`src/rtl/session_pkg.sv`:
```
// Shared types and constants for the session controller and its inactivity timer.
// The optional inactivity timeout is enabled by defining SESSION_TIMEOUT_EN.
package session_pkg;

  typedef enum logic [1:0] {
    ST_IDLE     = 2'd0,
    ST_ACTIVE   = 2'd1,
    ST_LOGOUT   = 2'd2,
    ST_WAIT_CLR = 2'd3
  } session_state_t;

  typedef enum logic [1:0] {
    CAUSE_NONE    = 2'd0,
    CAUSE_USER    = 2'd1,
    CAUSE_GUEST   = 2'd2,
    CAUSE_TIMEOUT = 2'd3
  } logout_cause_t;

  localparam int TIMER_W = 20;

  // Round counter increment that sticks at 15 instead of wrapping.
  function automatic logic [3:0] satIncRounds(input logic [3:0] rounds, input logic inc);
    logic [4:0] sum;
    sum = {1'b0, rounds} + {4'b0000, inc};
    return sum[4] ? 4'hF : sum[3:0];
  endfunction

endpackage

```
`src/rtl/inactivity_timer.sv`:
```
// Down-counting inactivity timer. Only instantiated when SESSION_TIMEOUT_EN is defined.
// 'reload' loads TIMEOUT_CYCLES, 'enable' lets it count down, and 'expired' flags the
// cycle in which the counter sits at 1 without being reloaded.
module inactivity_timer
  import session_pkg::*;
#(
  parameter int TIMEOUT_CYCLES = 1000
) (
  input  logic clk,
  input  logic rst,
  input  logic reload,
  input  logic enable,
  output logic expired
);

  localparam logic [TIMER_W-1:0] LoadValue = TIMER_W'(TIMEOUT_CYCLES);

  logic [TIMER_W-1:0] r_count;

  // Reload on activity, otherwise count down while enabled, never below zero.
  always_ff @(posedge clk or negedge rst) begin
    if (!rst) begin
      r_count <= '0;
    end else if (reload) begin
      r_count <= LoadValue;
    end else if (enable && (r_count != '0)) begin
      r_count <= r_count - 1'b1;
    end
  end

  assign expired = enable && !reload && (r_count == TIMER_W'(1));

endmodule

```
`src/rtl/session_controller.sv`:
```
// Game session controller: tracks one logged-in player session, counts rounds and
// issues a one-cycle logout pulse on user request, guest round limit or inactivity.
// Define SESSION_TIMEOUT_EN to build in the inactivity timeout (cause 3).
module session_controller
  import session_pkg::*;
#(
  parameter int TIMEOUT_CYCLES   = 1000,
  parameter int GUEST_MAX_ROUNDS = 3
) (
  input  logic       clk,
  input  logic       rst,
  input  logic       LoggedIn,
  input  logic [2:0] PlayerID_from_pswd,
  input  logic       isGuest_from_PSWD,
  input  logic       UserLoad,
  input  logic       RoundDone,
  input  logic       LogoutReq,
  output logic       logout_from_gamectrl,
  output logic       SessionActive,
  output logic [2:0] ActivePlayerID,
  output logic [3:0] RoundsPlayed,
  output logic [1:0] LogoutCause
);

  session_state_t r_state;
  logout_cause_t  r_cause;
  logout_cause_t  w_exitCause;
  logic           r_logout;
  logic           r_sessionActive;
  logic           r_isGuest;
  logic [2:0]     r_playerId;
  logic [3:0]     r_rounds;
  logic [4:0]     w_roundSum;
  logic           w_guestLimit;
  logic           w_timerExpired;

`ifdef SESSION_TIMEOUT_EN
  logic w_timerReload;
  logic w_timerEnable;

  assign w_timerEnable = (r_state == ST_ACTIVE);
  assign w_timerReload = ((r_state == ST_IDLE) && LoggedIn) ||
                         (w_timerEnable && (UserLoad || RoundDone));

  inactivity_timer #(
    .TIMEOUT_CYCLES(TIMEOUT_CYCLES)
  ) u_timer (
    .clk    (clk),
    .rst    (rst),
    .reload (w_timerReload),
    .enable (w_timerEnable),
    .expired(w_timerExpired)
  );
`else
  assign w_timerExpired = 1'b0;
`endif

  // The guest limit looks at the count including a round finishing this cycle.
  assign w_roundSum   = {1'b0, r_rounds} + {4'b0000, RoundDone};
  assign w_guestLimit = r_isGuest && (w_roundSum >= 5'(GUEST_MAX_ROUNDS));

  // Pick the highest-priority reason to end the session this cycle, if any.
  always_comb begin
    w_exitCause = CAUSE_NONE;
    if (LogoutReq) begin
      w_exitCause = CAUSE_USER;
    end else if (w_guestLimit) begin
      w_exitCause = CAUSE_GUEST;
    end else if (w_timerExpired) begin
      w_exitCause = CAUSE_TIMEOUT;
    end
  end

  // Session FSM with all outputs registered alongside the state.
  always_ff @(posedge clk or negedge rst) begin
    if (!rst) begin
      r_state         <= ST_IDLE;
      r_cause         <= CAUSE_NONE;
      r_logout        <= 1'b0;
      r_sessionActive <= 1'b0;
      r_isGuest       <= 1'b0;
      r_playerId      <= '0;
      r_rounds        <= '0;
    end else begin
      r_logout <= 1'b0;
      case (r_state)
        ST_IDLE: begin
          if (LoggedIn) begin
            r_state         <= ST_ACTIVE;
            r_sessionActive <= 1'b1;
            r_playerId      <= PlayerID_from_pswd;
            r_isGuest       <= isGuest_from_PSWD;
            r_rounds        <= '0;
            r_cause         <= CAUSE_NONE;
          end
        end
        ST_ACTIVE: begin
          r_rounds <= satIncRounds(r_rounds, RoundDone);
          if (w_exitCause != CAUSE_NONE) begin
            r_state         <= ST_LOGOUT;
            r_cause         <= w_exitCause;
            r_logout        <= 1'b1;
            r_sessionActive <= 1'b0;
          end else if (!LoggedIn) begin
            r_state         <= ST_IDLE;
            r_sessionActive <= 1'b0;
          end
        end
        ST_LOGOUT: begin
          r_state <= ST_WAIT_CLR;
        end
        ST_WAIT_CLR: begin
          if (!LoggedIn) begin
            r_state <= ST_IDLE;
          end
        end
        default: begin
          r_state <= ST_IDLE;
        end
      endcase
    end
  end

  assign logout_from_gamectrl = r_logout;
  assign SessionActive        = r_sessionActive;
  assign ActivePlayerID       = r_playerId;
  assign RoundsPlayed         = r_rounds;
  assign LogoutCause          = r_cause;

endmodule
```
`config.mk`:
```
export PLATFORM = sky130hd
export DESIGN_NAME = session_controller
export DESIGN_NICKNAME = d
export VERILOG_FILES = /design/src/rtl/session_pkg.sv /design/src/rtl/inactivity_timer.sv /design/src/rtl/session_controller.sv
export SDC_FILE = /design/constraint.sdc
export NUM_CORES = 1
export LEC_CHECK = 0
export BUFFER_PORTS_ARGS = -buffer_cell sky130_fd_sc_hd__buf_4
export CAP_MARGIN = 20
export CORE_MARGIN = 1
export CORE_UTILIZATION = 52
export DETAILED_ROUTE_END_ITERATION = 6
export GPL_TIMING_DRIVEN = 0
export PLACE_DENSITY = 0.89
export SLEW_MARGIN = 25
export SYNTH_ARGS = -nofsm -noshare
export SYNTH_HDL_FRONTEND = slang
export SYNTH_SLANG_ARGS = --single-unit
```
`constraint.sdc`:
```
create_clock -name clk -period 2.9 [get_ports clk]
set_clock_uncertainty 0.1 [all_clocks]
set_input_delay 0.58 -clock clk [delete_from_list [all_inputs] [get_ports clk]]
set_output_delay 0.58 -clock clk [all_outputs]
set_load 0.005 [all_outputs]
```
==> results of run 1 <==
==> final cells by class <==
type                            count  area, um2
Sequential cell                    14        350
Multi-Input combinational cell     48        310
Fill cell                          87        283
Timing Repair Buffer               19        143
Clock buffer                        4       36.3
Inverter                            5       18.8
Tap cell                           14       17.5
Buffer                              2       12.5
==> metrics by stage <==
| step | setup slack (ps) | power [mW] | instances | hold WS, ps | util |
|---|---|---|---|---|---|
| 6_report | 1060 | 0.959 | 106 | 21.5 | 0.759 |
| 5_1_grt | 917 | 1.02 | 106 | 34.6 | 0.759 |
| 4_1_cts | 1100 | 0.952 | 106 | 28.5 | 0.759 |
| 3_5_place_dp | 833 | 0.804 | 102 | 335 | 0.728 |
| 3_3_place_gp | 853 | 0.785 | 102 | 336 | 0.728 |
| 2_1_floorplan | 1070 | 0.628 | 69 | 184 | - |
==> layer usage <==
metal  share of wire  track usage  vias to the layer above  wire length, um
li1                -            -                      288                -
met4          0.0065        0.103                        0               10
met5               0            0                        -                0
met2            0.48        0.436                       31              745
met1            0.45        0.307                      294              692
met3           0.062       0.0523                        2               96
==> kinds of logic (layout without fill, tap and decap cells) <==
| kind of cell | Yosys count | count (layout) |
|---|---|---|
| and+or+nand+nor | 19 | 19 |
| muxes | 4 | 4 |
| DFF | 14 | 14 |
| buffers and inverters | 7 | 30 |
| AOI/OAI and AO/OA | 23 | 23 |
| adders and majority gates | 2 | 2 |
==> cells in the mapped netlist (2+ instances only) <==
library cell	instances
o22ai_1	2
inv_1	5
nand4_1	2
a21oi_1	7
o21ai_0	4
mux2_2	4
dfrtp_1	14
nand2b_1	3
nand2_1	2
nor2_1	9
ha_1	2
a31oi_1	2
a21boi_0	2
==> where the power goes <==
part           internal [mW]  leakage, nW  switching, mW  total, mW
clock                 0.0764       0.0210         0.0698      0.146
combinational          0.231        0.244          0.216      0.447
sequential             0.284        0.172         0.0814      0.366
total                  0.592        0.437          0.367      0.959
==> worst paths after layout <==
check | depth (start not counted) | slack, ps | end
max | 6 | 1060 | LogoutCause[1]$_DFFE_PN0P_
min | 1 | 20 | LogoutCause[1]$_DFFE_PN0P_
max reg2reg | 6 | 1060 | LogoutCause[1]$_DFFE_PN0P_
min reg2reg | 1 | 420 | ActivePlayerID[0]$_DFFE_PN0P_
max in group asynchronous | 1 | 2520 | RoundsPlayed[0]$_DFFE_PN0P_
min in group clk | 1 | 420 | ActivePlayerID[0]$_DFFE_PN0P_
==> registers in the layout, indices dropped and copies added, names as in the netlist <==
register and cells:
RoundsPlayed 4, ActivePlayerID 3, LogoutCause 2, r_state 2, SessionActive 1, logout_from_gamectrl 1
r_isGuest 1
==> cells in the final DEF, fill, tap and decap left out, types with 3 or more instances in the layout <==
master    count
nor2_1        9
nand2b_1      3
buf_4        20
o21ai_0       4
inv_1         5
clkbuf_4      3
a21oi_1       7
dfrtp_1      14
mux2_2        4
==> worst max-delay path, stage by stage (launching register included) <==
cell and delay (ps):
dfrtp_1 390, ha_1 220, ha_1 300, a21boi_0 210, a21o_1 190, nand2_1 80, a41o_1 250
==> summary.md, run 1 <==
| Metric | Value |
|---|---|
| Vias/cell | slightly below 6 |
| Type of origin of the critical path | flip-flop |
| Port Buffers | 19 |
| CTS root buffer | clkbuf_4 |
| Share of cells above drive strength 1 | 0.348 |
| Global-route wire length before repair | ~2500 um |
| Post-route cell area | ~890 um2 |
| Final Max Slew Viols | 0 |
| Number of clock sinks | 14 |
| TNS Setup | 0 ps |
| Rows | 12 |
| Synth top area share | 0.506 |
| Synth cell types | 24 |
| CTS Buffer Depth | 2 |
| DRC | 0 |
| Synthesized area per cell | about 10 um2 |
| Synth Area in Adders | 0.0362 |
| Main combinational cell family by area after synthesis | compound AO/OA/AOI/OAI gates |
| Simple-Gate Fraction of Synth Area | 0.130 |
| Slew HR | 0.814 |
| Clk_lat worst skew | 280 ps |
| Worst-Margin Slew | between 200 and 300 ps |
| TritonCTS clock tree | built |
| Initial Util | 0.591 |
| Yosys warns | 0 |
| Mapped Area | 692 um2 |
| Total grt overflow | 0 |
| Number of setup buffers added after CTS | 0 |
| # nets final | between 100 and 150 |
| Mux contribution to synthesized area | 0.0651 |
| Hpwl dp | a little over 1000 um |
| Initial antenna violation count | 0 |
| Vias | about 600 |
| XOR/XNOR share of the synthesized area | 0 |
| Register area share after synthesis | 0.506 |
| Worst r2r src | RoundsPlayed[0]$_DFFE_PN0P_ |
| Io pins | 21 |
| Power Density | about 1100 nW/um2 |
| Post-DP Area | about 850 um2 |
| Total CTS buffers | 3 |
| H-tree Lvls | 1 |
| Clock-pin slew on the worst setup and hold paths | roughly 90 ps |
| Core Region | between 1000 and 1500 um2 |
| Peak supply drop | around 0.00060 V |
| Worst hold path class | in -> async |
| WP data arrival | between 1500 and 2000 ps |
| WP data required | between 2000 and 3000 ps |
| Pre-Repair DR Iteration Count | 4 |
| Drt initial violations | 19 |
| Wirelength per Cell | 14.6 um |
| Die Wd | between 30 and 40 um |
| GRT Total Usage | 0.254 |
| Fmax achieved | 0.542 GHz |
| Diode count | 0 |
| Complex-gate fraction of the synthesized area | 0.217 |
| Layout area overhead | 28.4% |
| Routability cong. | 0.856 |
| Die Area | between 1000 and 1500 um2 |
| Crit Path Class | reg -> reg |
| Fin crit share | 0.636 |
| Share of flip-flops with an asynchronous set or reset | 1.00 |
| Tmin final | around 1800 ps |
| Setup violators final | 0 |
| Largest area contributor in the netlist | dfrtp_1 |
| Crit path max fanout | 6 |
| Pleak | 0.437 nW |
| EDFF count, synth | 0 |
| Critical path origin | RoundsPlayed[0]$_DFFE_PN0P_ |
| Element type at the critical path end | flip-flop |
| Largest cells by area after synthesis | dfrtp_1 51%, mux2_2 6.5%, a21oi_1 5.1% |
| Seq cells post-synth | 14 |
| Syn nets | 81 |
| Unrepaired setup endpoints after global routing | no |
| Run status | completed |
| # hold bufs at CTS | 0 |
| Vias in the first global route | roughly 580 |
| Post-CTS Resized | 0 |
| Final hold violation count | 0 |
| Die height | between 30 and 40 um |
| Cells after Synth | 69 |
| Top FF cell, synth | dfrtp_1 |
| Antenna Nets Post-Route | 0 |
| Max-Cap Viols | 0 |
| Largest net degree at the start of global routing | 15 |
| Post-Route WL | about 1500 um |
(Power assumes the default switching activity.)
==> inputs of run 2 (changes only) <==
--- a/config.mk
+++ b/config.mk
@@ -8,10 +8,10 @@
 export BUFFER_PORTS_ARGS = -buffer_cell sky130_fd_sc_hd__buf_4
 export CAP_MARGIN = 20
 export CORE_MARGIN = 1
-export CORE_UTILIZATION = 52
+export CORE_UTILIZATION = 43
 export DETAILED_ROUTE_END_ITERATION = 6
 export GPL_TIMING_DRIVEN = 0
-export PLACE_DENSITY = 0.89
+export PLACE_DENSITY = 0.79
 export SLEW_MARGIN = 25
 export SYNTH_ARGS = -nofsm -noshare
 export SYNTH_HDL_FRONTEND = slang
==> constraint.sdc (replaced) <==
create_clock -name clk -period 1.53 [get_ports clk]
set_clock_uncertainty 0.1 [all_clocks]
set_input_delay 0.306 -clock clk [delete_from_list [all_inputs] [get_ports clk]]
set_output_delay 0.306 -clock clk [all_outputs]
set_load 0.005 [all_outputs]
==> summary.md, run 2 (synthesized netlist as in run 1, its figures left out) <==
| Metric | Value |
|---|---|
| GRT Total Usage | 0.185 |
| Global-route wire length before repair | 2440 um |
| DRC | 0 |
| Diode count | 0 |
| Clock-pin slew on the worst setup and hold paths | 80 ps |
| Largest net degree at the start of global routing | 15 |
| CTS Buffer Depth | 2 |
| R2R setup slack | -8 ps |
| Vias in the first global route | 559 |
| Initial Util | 0.459 |
| Power Density | about 2000 nW/um2 |
| Final std cells w/o fill | roughly 110 |
| # nets final | 110 |
| Vias/cell | 5.46 |
| Type of origin of the critical path | flip-flop |
| Die height | 42.1 um |
| Routability cong. | roughly 0.76 |
| Io pins | 21 |
| Layout area overhead | 40.3% |
| Placed insts | 104 |
| Max FFs per register | 4 |
| Total grt overflow | 0 |
| Worst hold path class | in -> reg |
| WP data arrival | 1660 ps |
| Fillcell total | around 130 |
| Port Buffers | 19 |
| Setup violators final | 4 |
| Post-Route WL | between 1000 and 1500 um |
| Max-Cap Viols | 0 |
| Fmax achieved | about 0.65 GHz |
| TritonCTS clock tree | built |
| Wirelength per Cell | 13.3 um |
| TNS Setup | -17.3 ps |
| Die Wd | around 42 um |
| Die Area | roughly 1800 um2 |
| Slew HR | 0.801 |
| Antenna Nets Post-Route | 0 |
| Crit Path Class | reg -> reg |
| Vias | about 610 |
| Drt initial violations | 20 |
| Run status | complete, but fails checks |
| Hpwl dp | 1020 um |
| Peak supply drop | ~0.0012 V |
| Number of clock sinks | 14 |
| H-tree Lvls | 1 |
| Clk_lat worst skew | between 200 and 300 ps |
| Unrepaired setup endpoints after global routing | yes |
| Core Region | around 1500 um2 |
| Worst-Margin Slew | 298 ps |
| Initial antenna violation count | 0 |
| Tmin final | 1540 ps |
| Total CTS buffers | 3 |
| Fin crit share | 1.01 |
| CTS root buffer | clkbuf_4 |
| WP data required | 1650 ps |
| Commonest cells after routing, fill and taps aside | 24 x buf_4, 14 x dfrtp_1, 9 x nor2_1, 6 x a21oi_1, 5 x inv_1 |
| Most common cell after layout, fill and taps aside | buf_4 |
| Element type at the critical path end | flip-flop |
| Final hold violation count | 0 |
| Final Worst Setup Slack | -7.70 ps |
| Final Max Slew Viols | 0 |
| Pre-Repair DR Iteration Count | 4 |
| Crit path max fanout | 3 |
| Rows | 14 |
| Failing checks | negative setup slack |
| Share of cells above drive strength 1 | 0.406 |
| Pleak | between 0.4 and 0.5 nW |
run 2: report_power, final:
group | switching [mW] | internal, mW
clock network | 0.116 | 0.0915
logic | 0.464 | 0.561
registers | 0.169 | 0.539
total | 0.749 | 1.19
run 2: worst paths after layout:
check | startpoint | endpoint | cells past startpoint
max | RoundsPlayed[0]$_DFFE_PN0P_ | r_state[1]$_DFFE_PN0P_ | 6
min | PlayerID_from_pswd[0] | ActivePlayerID[0]$_DFFE_PN0P_ | 2
max reg2reg | RoundsPlayed[0]$_DFFE_PN0P_ | r_state[1]$_DFFE_PN0P_ | 6
min reg2reg | ActivePlayerID[1]$_DFFE_PN0P_ | ActivePlayerID[1]$_DFFE_PN0P_ | 1
max in group asynchronous | rst | RoundsPlayed[3]$_DFFE_PN0P_ | 2
min in group asynchronous | rst | SessionActive$_DFFE_PN0P_ | 2
run 2: repair_timing:
item | in CTS | in global routing
hold buffers | 1 | 0
endpoints found under the setup margin | 10 | 10
resized for setup | 4 | 2
endpoints found under the hold margin | 14 | 0
setup buffers | 3 | 1
pin swaps | 5 | 3
run 2: layer usage:
| metal | GRT usage | vias up | routed length (um) |
|---|---|---|---|
| met5 | 0 | - | 0 |
| met4 | 0.0938 | 0 | 38 |
| met3 | 0.0388 | 5 | 44 |
| met2 | 0.284 | 13 | 704 |
| met1 | 0.246 | 290 | 698 |
| li1 | - | 303 | - |
run 2: worst max-delay path, stage by stage, from the launching register on:
cell	delay (ps)
dfrtp_1	410
ha_4	180
ha_4	150
a21boi_2	150
a21o_1	200
a31oi_4	160
nand2b_1	120
run 2: area by class of cell:
cell class | count | area, um2 | share of cell area
Tap cell | 16 | 20.0 | 0.0206
Clock buffer | 3 | 22.5 | 0.0232
Inverter | 5 | 18.8 | 0.0193
Timing Repair Buffer | 24 | 183 | 0.188
Buffer | 2 | 12.5 | 0.0129
Multi-Input combinational cell | 48 | 364 | 0.375
Sequential cell | 14 | 350 | 0.361
run 2: per-stage QoR:
stage	total power [mW]	cell area, um2	util	hold WS, ps	setup slack, ps
finish	1.94	971	0.645	149	-7.70
global route	2.09	971	0.645	154	-75.4
CTS	1.85	947	0.629	153	-49.2
detailed placement	1.58	873	0.580	66.5	-113
global placement	1.55	873	0.580	63.3	-87.1
floorplan	1.24	711	-	-89.6	-8.14
==> inputs of run 3 (changes only) <==
--- a/config.mk
+++ b/config.mk
@@ -5,10 +5,14 @@
 export SDC_FILE = /design/constraint.sdc
 export NUM_CORES = 1
 export LEC_CHECK = 0
+export ABC_AREA = 1
 export BUFFER_PORTS_ARGS = -buffer_cell sky130_fd_sc_hd__buf_4
 export CAP_MARGIN = 20
+export CELL_PAD_IN_SITES_DETAIL_PLACEMENT = 1
+export CELL_PAD_IN_SITES_GLOBAL_PLACEMENT = 2
+export CORE_ASPECT_RATIO = 1.75
 export CORE_MARGIN = 1
-export CORE_UTILIZATION = 43
+export CORE_UTILIZATION = 25
 export DETAILED_ROUTE_END_ITERATION = 6
 export GPL_TIMING_DRIVEN = 0
 export PLACE_DENSITY = 0.79
==> summary.md, run 3 <==
| Metric | Value |
|---|---|
| Run status | complete, but fails checks |
| Failing checks | negative setup slack |
| Layout area overhead | 52.9% |
| Mapped Area | 662 um2 |
| Sw power | between 0.6 and 0.7 mW |
| Number of clock sinks | 14 |
| Pleak | 0.511 nW |
| Largest area contributor in the netlist | dfrtp_1 |
| Element type at the critical path end | flip-flop |
| Worst hold path cell count | 2 |
| Die Wd | between 40 and 50 um |
| Synth top area share | 0.529 |
| Total CTS buffers | 3 |
| Final std cells w/o fill | ~130 |
| Commonest cells after routing, fill and taps aside | 23 x buf_4, 14 x dfrtp_1, 13 x nand2_1, 6 x inv_1 |
| Syn nets | 83 |
| Fmax achieved | 0.633 GHz |
| Final Max Slew Viols | 0 |
| Cells after Synth | 71 |
| TritonCTS clock tree | built |
| Share of cells above drive strength 1 | 0.450 |
| Type of origin of the critical path | flip-flop |
| Port Buffers | 19 |
| DRC | 0 |
| Vias/cell | between 4 and 5 |
| Complex-gate fraction of the synthesized area | 0.0832 |
| Seq pwr share | 0.342 |
| Drt initial violations | 10 |
| Slew HR | 0.801 |
| Die Area | roughly 2900 um2 |
| # nets final | 113 |
| Global-route wire length before repair | 2600 um |
| Seq cells post-synth | 14 |
| Worst r2r path cells | 7 |
| Max FFs per register | 4 |
| Rows | 24 |
| Vias | a little over 600 |
| WP data required | 1550 ps |
| GRT Total Usage | 0.133 |
| Combinational fraction of design power | 0.477 |
| Hold WS | 194 ps |
| Wirelength per Cell | between 10 and 15 um |
| Share of flip-flops with an asynchronous set or reset | 1.00 |
| Crit Path Class | reg -> reg |
| WP data arrival | around 1600 ps |
| CTS Buffer Depth | 2 |
| Max-Cap Viols | 0 |
| Worst-Margin Slew | approximately 300 ps |
| Mux contribution to synthesized area | 0.0510 |
| Most frequent cell after synthesis | nand2_1 |
| Clock-pin slew on the worst setup and hold paths | approximately 50 ps |
| Largest cells by area after synthesis | dfrtp_1 53%, nand2_1 11%, mux2_2 5.1% |
| Post-Route WL | 1610 um |
| CTS root buffer | clkbuf_8 |
| Tmin final | around 1600 ps |
| H-tree Lvls | 1 |
| Internal Power | between 1 and 1.5 mW |
| Routability cong. | approximately 0.65 |
| XOR/XNOR share of the synthesized area | 0 |
| Clk_lat worst skew | between 200 and 250 ps |
| Total grt overflow | 0 |
| Setup violators final | 4 |
| Final hold violation count | 0 |
| EDFF count, synth | 0 |
| Synth Area in Adders | 0.0378 |
| Simple-Gate Fraction of Synth Area | 0.240 |
| Top FF cell, synth | dfrtp_1 |
| Final Worst Setup Slack | -49.8 ps |
| Antenna Nets Post-Route | 0 |
| Register area share after synthesis | 0.529 |
| Synthesized area per cell | slightly above 9 um2 |
| Crit path max fanout | 4 |
| Die height | around 70 um |
| Sw frac | 0.353 |
| Synth cell types | 20 |
| Worst hold path class | in -> reg |
| Clock share of power | 0.181 |
| Yosys warns | 0 |
| Fin crit share | 1.03 |
| Vias in the first global route | 633 |
| Main combinational cell family by area after synthesis | simple AND/OR/NAND/NOR gates |
| Pre-Repair DR Iteration Count | 3 |
| Largest net degree at the start of global routing | 15 |
| Pre-CTS WS | -198 ps |
| Io pins | 21 |
| Core Region | 2490 um2 |
| Post-synth top cells | 19 x nand2_1, 14 x dfrtp_1, 6 x inv_1, 6 x nand3_1, 4 x nor2_1 |
| Most common cell after layout, fill and taps aside | buf_4 |
| Power Density | between 1500 and 2000 nW/um2 |
| Initial antenna violation count | 0 |
| Initial Util | 0.266 |
| Hpwl dp | roughly 1200 um |
| Diode count | 0 |
| Peak supply drop | ~0.00091 V |
| Unrepaired setup endpoints after global routing | yes |
| Placed insts | 116 |
run 3: timing repair:
item                                    CTS  global route
endpoints found under the setup margin    6             6
hold buffers                              1             0
cloned                                    0             0
hold endpoints to repair                 14             0
buffers inserted                          4             1
pin swaps                                 4             4
resized for setup                         9             4
run 3: critical path: stages (launching register included):
cell and delay (ps):
dfrtp_1 420, ha_4 190, ha_4 220, nand2_4 60
nand3_4 70, o21ai_4 200, buf_4 130, nand3_1 60
run 3: cells by family (layout without fill, tap and decap cells):
kind of cell	count (synthesis)	in the layout
simple gates	35	35
compound gates	9	9
flops	14	14
buf+inv	8	37
mux	3	3
fa+ha+maj	2	2
run 3: path summary, 6_finish.rpt:
kind	slack, ps	start	end
min in group asynchronous	340	rst	r_isGuest$_DFFE_PN0P_
setup reg to reg	-50	RoundsPlayed[0]$_DFFE_PN0P_	r_state[1]$_DFFE_PN0P_
hold reg to reg	410	ActivePlayerID[0]$_DFFE_PN0P_	ActivePlayerID[0]$_DFFE_PN0P_
hold / removal	190	PlayerID_from_pswd[0]	ActivePlayerID[0]$_DFFE_PN0P_
max in group asynchronous	820	rst	SessionActive$_DFFE_PN0P_
setup / recovery	-50	RoundsPlayed[0]$_DFFE_PN0P_	r_state[1]$_DFFE_PN0P_
run 3: layer usage:
metal  track usage  vias up  part of all wire
li1              -      292                 -
met1         0.133      299              0.33
met2         0.234       11              0.62
met3        0.0286        5             0.030
met4        0.0556        0             0.018
met5             0        -                 0
run 3: cell type report:
| type | count | area [um2] |
|---|---|---|
| plain buffers | 2 | 16.3 |
| clock buffers | 4 | 55.1 |
| fillers | 285 | 1480 |
| inverters | 6 | 22.5 |
| multi-input cells | 49 | 342 |
| flip-flops and latches | 14 | 350 |
| well taps | 26 | 32.5 |
| repair buffers | 25 | 194 |
run 3: through the flow:
| step | TNS, ps | utilization | power, mW | area, um2 |
|---|---|---|---|---|
| after floorplan | 0 | - | 1.09 | 677 |
| after global placement | -658 | 0.342 | 1.40 | 852 |
| after detailed placement | -779 | 0.342 | 1.42 | 852 |
| after CTS | -71.8 | 0.397 | 1.92 | 988 |
| after global routing | -693 | 0.406 | 2.11 | 1010 |
| final | -152 | 0.406 | 1.95 | 1010 |
run 3: power groups by stage:
stage | Sequential (mW) | Clock, mW | Combinational, mW
after floorplan | 0.653 | 0 | 0.437
after global placement | 0.658 | 0 | 0.740
after detailed placement | 0.666 | 0 | 0.758
after CTS | 0.662 | 0.365 | 0.893
after global routing | 0.689 | 0.379 | 1.04
final | 0.666 | 0.353 | 0.927
